`src/rtl/pong_match_ctrl.sv`:
```
// pong_match_ctrl: match sequencing for the pong game.
// Button synchronisation, IDLE/SERVE/RALLY/POINT/OVER flow, scoring and winner.
// Build option: define MATCH_PAUSE_EN to enable the pause button (RALLY <-> PAUSE).
module pong_match_ctrl #(
    parameter int unsigned WIN_SCORE    = 7,
    parameter int unsigned SERVE_FRAMES = 60,
    parameter int unsigned POINT_FRAMES = 90
) (
    input  logic       clk,
    input  logic       not_rst,
    input  logic       frame_tick,
    input  logic       start_n,
    input  logic       pause_n,
    input  logic       miss_left,
    input  logic       miss_right,
    output logic       run,
    output logic       serve,
    output logic       serve_dir,
    output logic [3:0] score_left,
    output logic [3:0] score_right,
    output logic [1:0] winner,
    output logic [2:0] state
);

    typedef enum logic [2:0] {
        ST_IDLE  = 3'd0,
        ST_SERVE = 3'd1,
        ST_RALLY = 3'd2,
        ST_POINT = 3'd3,
        ST_OVER  = 3'd4,
        ST_PAUSE = 3'd5
    } state_t;

    localparam logic [3:0] WIN        = 4'(WIN_SCORE);
    localparam logic [7:0] SERVE_LAST = 8'(SERVE_FRAMES - 1);
    localparam logic [7:0] POINT_LAST = 8'(POINT_FRAMES - 1);

    state_t     r_state;
    state_t     w_next;
    logic       r_start_s1;
    logic       r_start_s2;
    logic       r_start_d;
    logic       w_start_evt;
    logic       w_pause_evt;
    logic [7:0] r_cnt;
    logic [3:0] r_score_l;
    logic [3:0] r_score_r;
    logic       r_serve_dir;
    logic       r_was_serve;
    logic       w_win_reached;

    // Start button: two-flop synchroniser plus a delay flop for press-edge detection
    always_ff @(posedge clk) begin
        if (!not_rst) begin
            r_start_s1 <= 1'b1;
            r_start_s2 <= 1'b1;
            r_start_d  <= 1'b1;
        end else begin
            r_start_s1 <= start_n;
            r_start_s2 <= r_start_s1;
            r_start_d  <= r_start_s2;
        end
    end

    assign w_start_evt = r_start_d & ~r_start_s2;

`ifdef MATCH_PAUSE_EN
    logic r_pause_s1;
    logic r_pause_s2;
    logic r_pause_d;

    // Pause button: same synchroniser and press-edge detection as start
    always_ff @(posedge clk) begin
        if (!not_rst) begin
            r_pause_s1 <= 1'b1;
            r_pause_s2 <= 1'b1;
            r_pause_d  <= 1'b1;
        end else begin
            r_pause_s1 <= pause_n;
            r_pause_s2 <= r_pause_s1;
            r_pause_d  <= r_pause_s2;
        end
    end

    assign w_pause_evt = r_pause_d & ~r_pause_s2;
`else
    logic w_pause_unused;
    assign w_pause_unused = pause_n;
    assign w_pause_evt    = 1'b0;
`endif

    assign w_win_reached = (r_score_l == WIN) || (r_score_r == WIN);

    // State register
    always_ff @(posedge clk) begin
        if (!not_rst) r_state <= ST_IDLE;
        else          r_state <= w_next;
    end

    // Next-state logic; a tick that ends SERVE/POINT is consumed by the state it ends
    always_comb begin
        w_next = r_state;
        case (r_state)
            ST_IDLE:  if (w_start_evt) w_next = ST_SERVE;
            ST_SERVE: if (frame_tick && r_cnt == SERVE_LAST) w_next = ST_RALLY;
            ST_RALLY: begin
                if (miss_left && miss_right)      w_next = ST_SERVE;
                else if (miss_left || miss_right) w_next = ST_POINT;
                else if (w_pause_evt)             w_next = ST_PAUSE;
            end
            ST_POINT: if (frame_tick && r_cnt == POINT_LAST)
                          w_next = w_win_reached ? ST_OVER : ST_SERVE;
            ST_OVER:  if (w_start_evt) w_next = ST_SERVE;
            ST_PAUSE: if (w_pause_evt) w_next = ST_RALLY;
            default:  w_next = ST_IDLE;
        endcase
    end

    // Frame counter, scores, serve direction and serve-entry tracking
    always_ff @(posedge clk) begin
        if (!not_rst) begin
            r_cnt       <= '0;
            r_score_l   <= '0;
            r_score_r   <= '0;
            r_serve_dir <= 1'b1;
            r_was_serve <= 1'b0;
        end else begin
            r_was_serve <= (r_state == ST_SERVE);
            if (w_next != r_state)
                r_cnt <= '0;
            else if (frame_tick && (r_state == ST_SERVE || r_state == ST_POINT))
                r_cnt <= r_cnt + 8'd1;
            if (r_state == ST_RALLY && miss_left && !miss_right) begin
                if (r_score_r != WIN) r_score_r <= r_score_r + 4'd1;
                r_serve_dir <= 1'b0;
            end
            if (r_state == ST_RALLY && miss_right && !miss_left) begin
                if (r_score_l != WIN) r_score_l <= r_score_l + 4'd1;
                r_serve_dir <= 1'b1;
            end
            if (r_state == ST_OVER && w_start_evt) begin
                r_score_l   <= '0;
                r_score_r   <= '0;
                r_serve_dir <= 1'b1;
            end
        end
    end

    // Outputs decoded from state and registers
    always_comb begin
        run         = (r_state == ST_RALLY);
        serve       = (r_state == ST_SERVE) && !r_was_serve;
        serve_dir   = r_serve_dir;
        score_left  = r_score_l;
        score_right = r_score_r;
        state       = r_state;
        winner      = 2'b00;
        if (r_state == ST_OVER) winner = {r_score_r == WIN, r_score_l == WIN};
    end

endmodule

```
`config.mk`:
```
export PLATFORM = sky130hd
export DESIGN_NAME = pong_match_ctrl
export DESIGN_NICKNAME = d
export VERILOG_FILES = /design/src/rtl/pong_match_ctrl.sv
export SDC_FILE = /design/constraint.sdc
export NUM_CORES = 1
export LEC_CHECK = 0
export BUFFER_PORTS_ARGS = -buffer_cell sky130_fd_sc_hd__buf_2
export CAP_MARGIN = 20
export CORE_MARGIN = 4
export CORE_UTILIZATION = 57
export CTS_BUF_LIST = sky130_fd_sc_hd__clkbuf_4 sky130_fd_sc_hd__clkbuf_8
export CTS_CLUSTER_DIAMETER = 60
export DETAILED_ROUTE_END_ITERATION = 8
export MAX_ROUTING_LAYER = met4
export PLACE_DENSITY = 0.84
export SYNTH_ARGS = -nofsm -noshare
export SYNTH_HDL_FRONTEND = slang
export SYNTH_SLANG_ARGS = --single-unit
```
`constraint.sdc`:
```
create_clock -name clk -period 2.3 [get_ports clk]
set_input_delay 0.345 -clock clk [delete_from_list [all_inputs] [get_ports clk]]
set_output_delay 0.345 -clock clk [all_outputs]
set_load 0.02 [all_outputs]
```
==> flow_metrics.tcl <==
set metrics [dict create \
    status "complete, no violations" \
    grt_pass1_vias 958 \
    crit_path_start_kind "register" \
    power_switching_uw 166 \
    timing.fmax_mhz 488 \
    yosysUniqueCellTypes 43 \
    synth_edf_count 0 \
    synth_xor_area_share_pct 6.32 \
    finalCritPeriodShare_pct 89.1 \
    synth.ff_latch_count 24 \
    yosys.area_share.simple_pct 32.8 \
    core_um2 2020 \
    path_cells "or3b_1 > nor2_1 > buf_2" \
    die_x_um 54.8 \
    globalplace.congestion 0.769 \
    antenna_cells 0 \
    synthCells 134 \
    post-dp-hpwl_mm 1.84 \
    drt-total-wl_mm 2.44 \
    rsz0062_at_grt "false" \
    synthAdderAreaFrac_pct 4.01 \
    p_int_uw 614 \
    synthToLayoutAreaGrowth_pct 13.8 \
    nets 169 \
    mostFrequentLayoutCells "dfxtp_1, nor2_1, buf_2" \
    grt_pass1_wl_mm 4.17 \
    drive_gt1_share_pct 24.2 \
    drt_iter0_markers 27 \
    cts.htree.levels 1 \
    cts-root-buf "clkbuf_4" \
    synth_area_per_cell_um2 9.31 \
    reg2reg_setup_slack_ns 0.34 \
    final_common_cell "dfxtp_1" \
    num_io_pins 23 \
    power.density_nw_per_um2 550 \
    drt-vias-per-instance 5.76 \
    ir_drop_mv 0.566 \
    crit_type "register to primary output" \
    yosys_warnings 0 \
    drc_errors 0 \
    worstMarginPinSlew_ns 0.591 \
    ant_nets 0 \
    clock_latency_ns 0.33 \
    power_frac_clock_pct 39.7 \
    drv_slew 0 \
    timing.rr.end "r_cnt[2]" \
    routed-via-count 1059 \
    hold_buffers 0 \
    fp-row-count 16 \
    cts_buffers 3 \
    grt_max_degree 15 \
    cts.path.max_buffers 2 \
    mappedNetlistNets 145 \
    async_reset_ff_share_pct 0 \
    grt_use_total_pct 19.6 \
    regToRegStartpoint "state[0]" \
    finalCriticalPeriod_ns 2.05 \
    synthesis.area_um2 1250 \
    clock_skew_ns 0.00449 \
    slowest_delay_ns 0.66 \
    cp-endpoint "serve" \
    crit_arrival_ns 1.70 \
    crit_path_end_kind "primary output" \
    sw_frac_of_total_pct 21.3 \
    drv_cap 0 \
    cts_resized 0 \
    cts.sinks 24 \
    total_power_uw 781 \
    cts_tree "yes" \
    clk_pin_slew_worst_paths_ns 0.13 \
    die_h_um 54.8 \
    pwr-share-seq_pct 54.5 \
    synth_top_family_by_area "simple AND/OR/NAND/NOR gates" \
    critPathRequiredTime_ns 1.96 \
    start_util_pct 61.7 \
    synth.mux.area_fraction_pct 2.41 \
    setup_tns_ns 0 \
    finalHoldViolations 0 \
    min_path_type "input port to register" \
    grt_antenna_before_repair 0 \
    setup_violations 0 \
    p_comb_share_pct 5.8 \
    dieArea_um2 3000 \
    crit_path_max_fanout 14 \
    r2r.worst_path.cells 5 \
    max_slew_margin_pct 60.3 \
    crit_path_start "state[0]" \
    portBuffers 21 \
    ys.flop_type "dfxtp_1" \
    postCtsSetupRepairBufs 0 \
    wire_per_inst_um 13.2 \
    slowest_stage "dfxtp_1" \
    yosysSeqAreaShare_pct 38.5 \
    p_leak_nw 0.577 \
    first_pass_iters 4 \
    synth-compound-area-share_pct 12.9 \
    grt_remaining_overflow 0 \
]
==> cell type report <==
class | count | area (um^2)
clock inverter | 1 | 30.0
clock buffer | 3 | 22.5
tap | 27 | 33.8
sequential | 24 | 480
inverter | 5 | 18.8
multi-input combinational | 103 | 729
fill | 166 | 602
timing repair buffer | 21 | 105
==> per-layer routing <==
layer | vias up | part of all wire, % | routed length [um] | global-route usage (%)
met1 | 493 | 46 | 1120 | 23.9
met5 | - | 0 | 0 | -
met4 | 0 | 1.1 | 27 | 6.22
li1 | 530 | - | - | -
met2 | 32 | 47 | 1140 | 32.1
met3 | 4 | 6.2 | 150 | 4.09
==> synthesized netlist by cell type, types with 2 or more instances <==
cell type / count / area [um^2]
nand3b_1: 6 / 45.0
nand4b_1: 2 / 17.5
inv_1: 5 / 18.8
or3_1: 2 / 12.5
a211oi_2: 2 / 25.0
nor3_1: 4 / 20.0
nand2_1: 7 / 26.3
ha_1: 4 / 50.1
mux2i_1: 3 / 30.0
nor2_1: 21 / 78.8
a21oi_1: 6 / 30.0
nand3_1: 6 / 30.0
dfxtp_1: 24 / 480
xor2_1: 4 / 35.0
nand4_1: 2 / 12.5
xnor2_1: 5 / 43.8
nand2b_1: 4 / 25.0
o21ai_0: 2 / 10.0
==> stage by stage <==
| step | instances | worst slack, ns | area (um^2) | utilization, % | hold WS, ns |
|---|---|---|---|---|---|
| CTS | 184 | 0.249 | 1420 | 70.2 | 0.180 |
| floorplan | 134 | 0.462 | 1250 | - | 0.386 |
| global route | 184 | 0.153 | 1420 | 70.2 | 0.194 |
| finish | 184 | 0.252 | 1420 | 70.2 | 0.188 |
| global placement | 180 | 0.421 | 1370 | 67.6 | 0.389 |
| detailed placement | 180 | 0.359 | 1370 | 67.6 | 0.397 |
==> worst max-delay path: cells and delay by family, from the launching register on <==
| family | cells | cell delay [ns] |
|---|---|---|
| flops | 1 | 0.66 |
| simple gates | 2 | 0.56 |
| buf+inv | 1 | 0.17 |
==> how the worst min path moves through the flow <==
stage / startpoint / cells after the start / to / slack [ns]
after floorplan: r_start_s1 / 1 / r_start_s2 / 0.39
after global placement: r_start_s1 / 1 / r_start_s2 / 0.39
after detailed placement: r_start_s1 / 1 / r_start_s2 / 0.40
after CTS: start_n / 2 / r_start_s1 / 0.18
after global routing: start_n / 2 / r_start_s1 / 0.19
final: start_n / 2 / r_start_s1 / 0.19
==> cell families (layout without fill, tap and decap cells) <==
kind of cell / Yosys count / after routing
DFF: 24 / 24
muxes: 3 / 3
buffers and inverters: 7 / 30
and+or+nand+nor: 68 / 68
AOI/OAI and AO/OA: 19 / 19
adders and majority gates: 4 / 4
xor gates and xnor gates: 9 / 9
==> power by group through the flow <==
stage	registers, mW	clock network (mW)	logic [mW]
finish	0.425	0.310	0.0452
global route	0.427	0.334	0.0502
CTS	0.425	0.318	0.0453
detailed placement	0.434	0	0.0450
global placement	0.434	0	0.0438
floorplan	0.433	0	0.0319
==> state kept, by name, indices dropped and copies added (netlist names) <==
signal and cells:
r_start_d 1, state 3, score_right 4, r_start_s1 1
r_start_s2 1, score_left 4, serve_dir 1, r_was_serve 1
r_cnt 8
(Power assumes the default switching activity.)
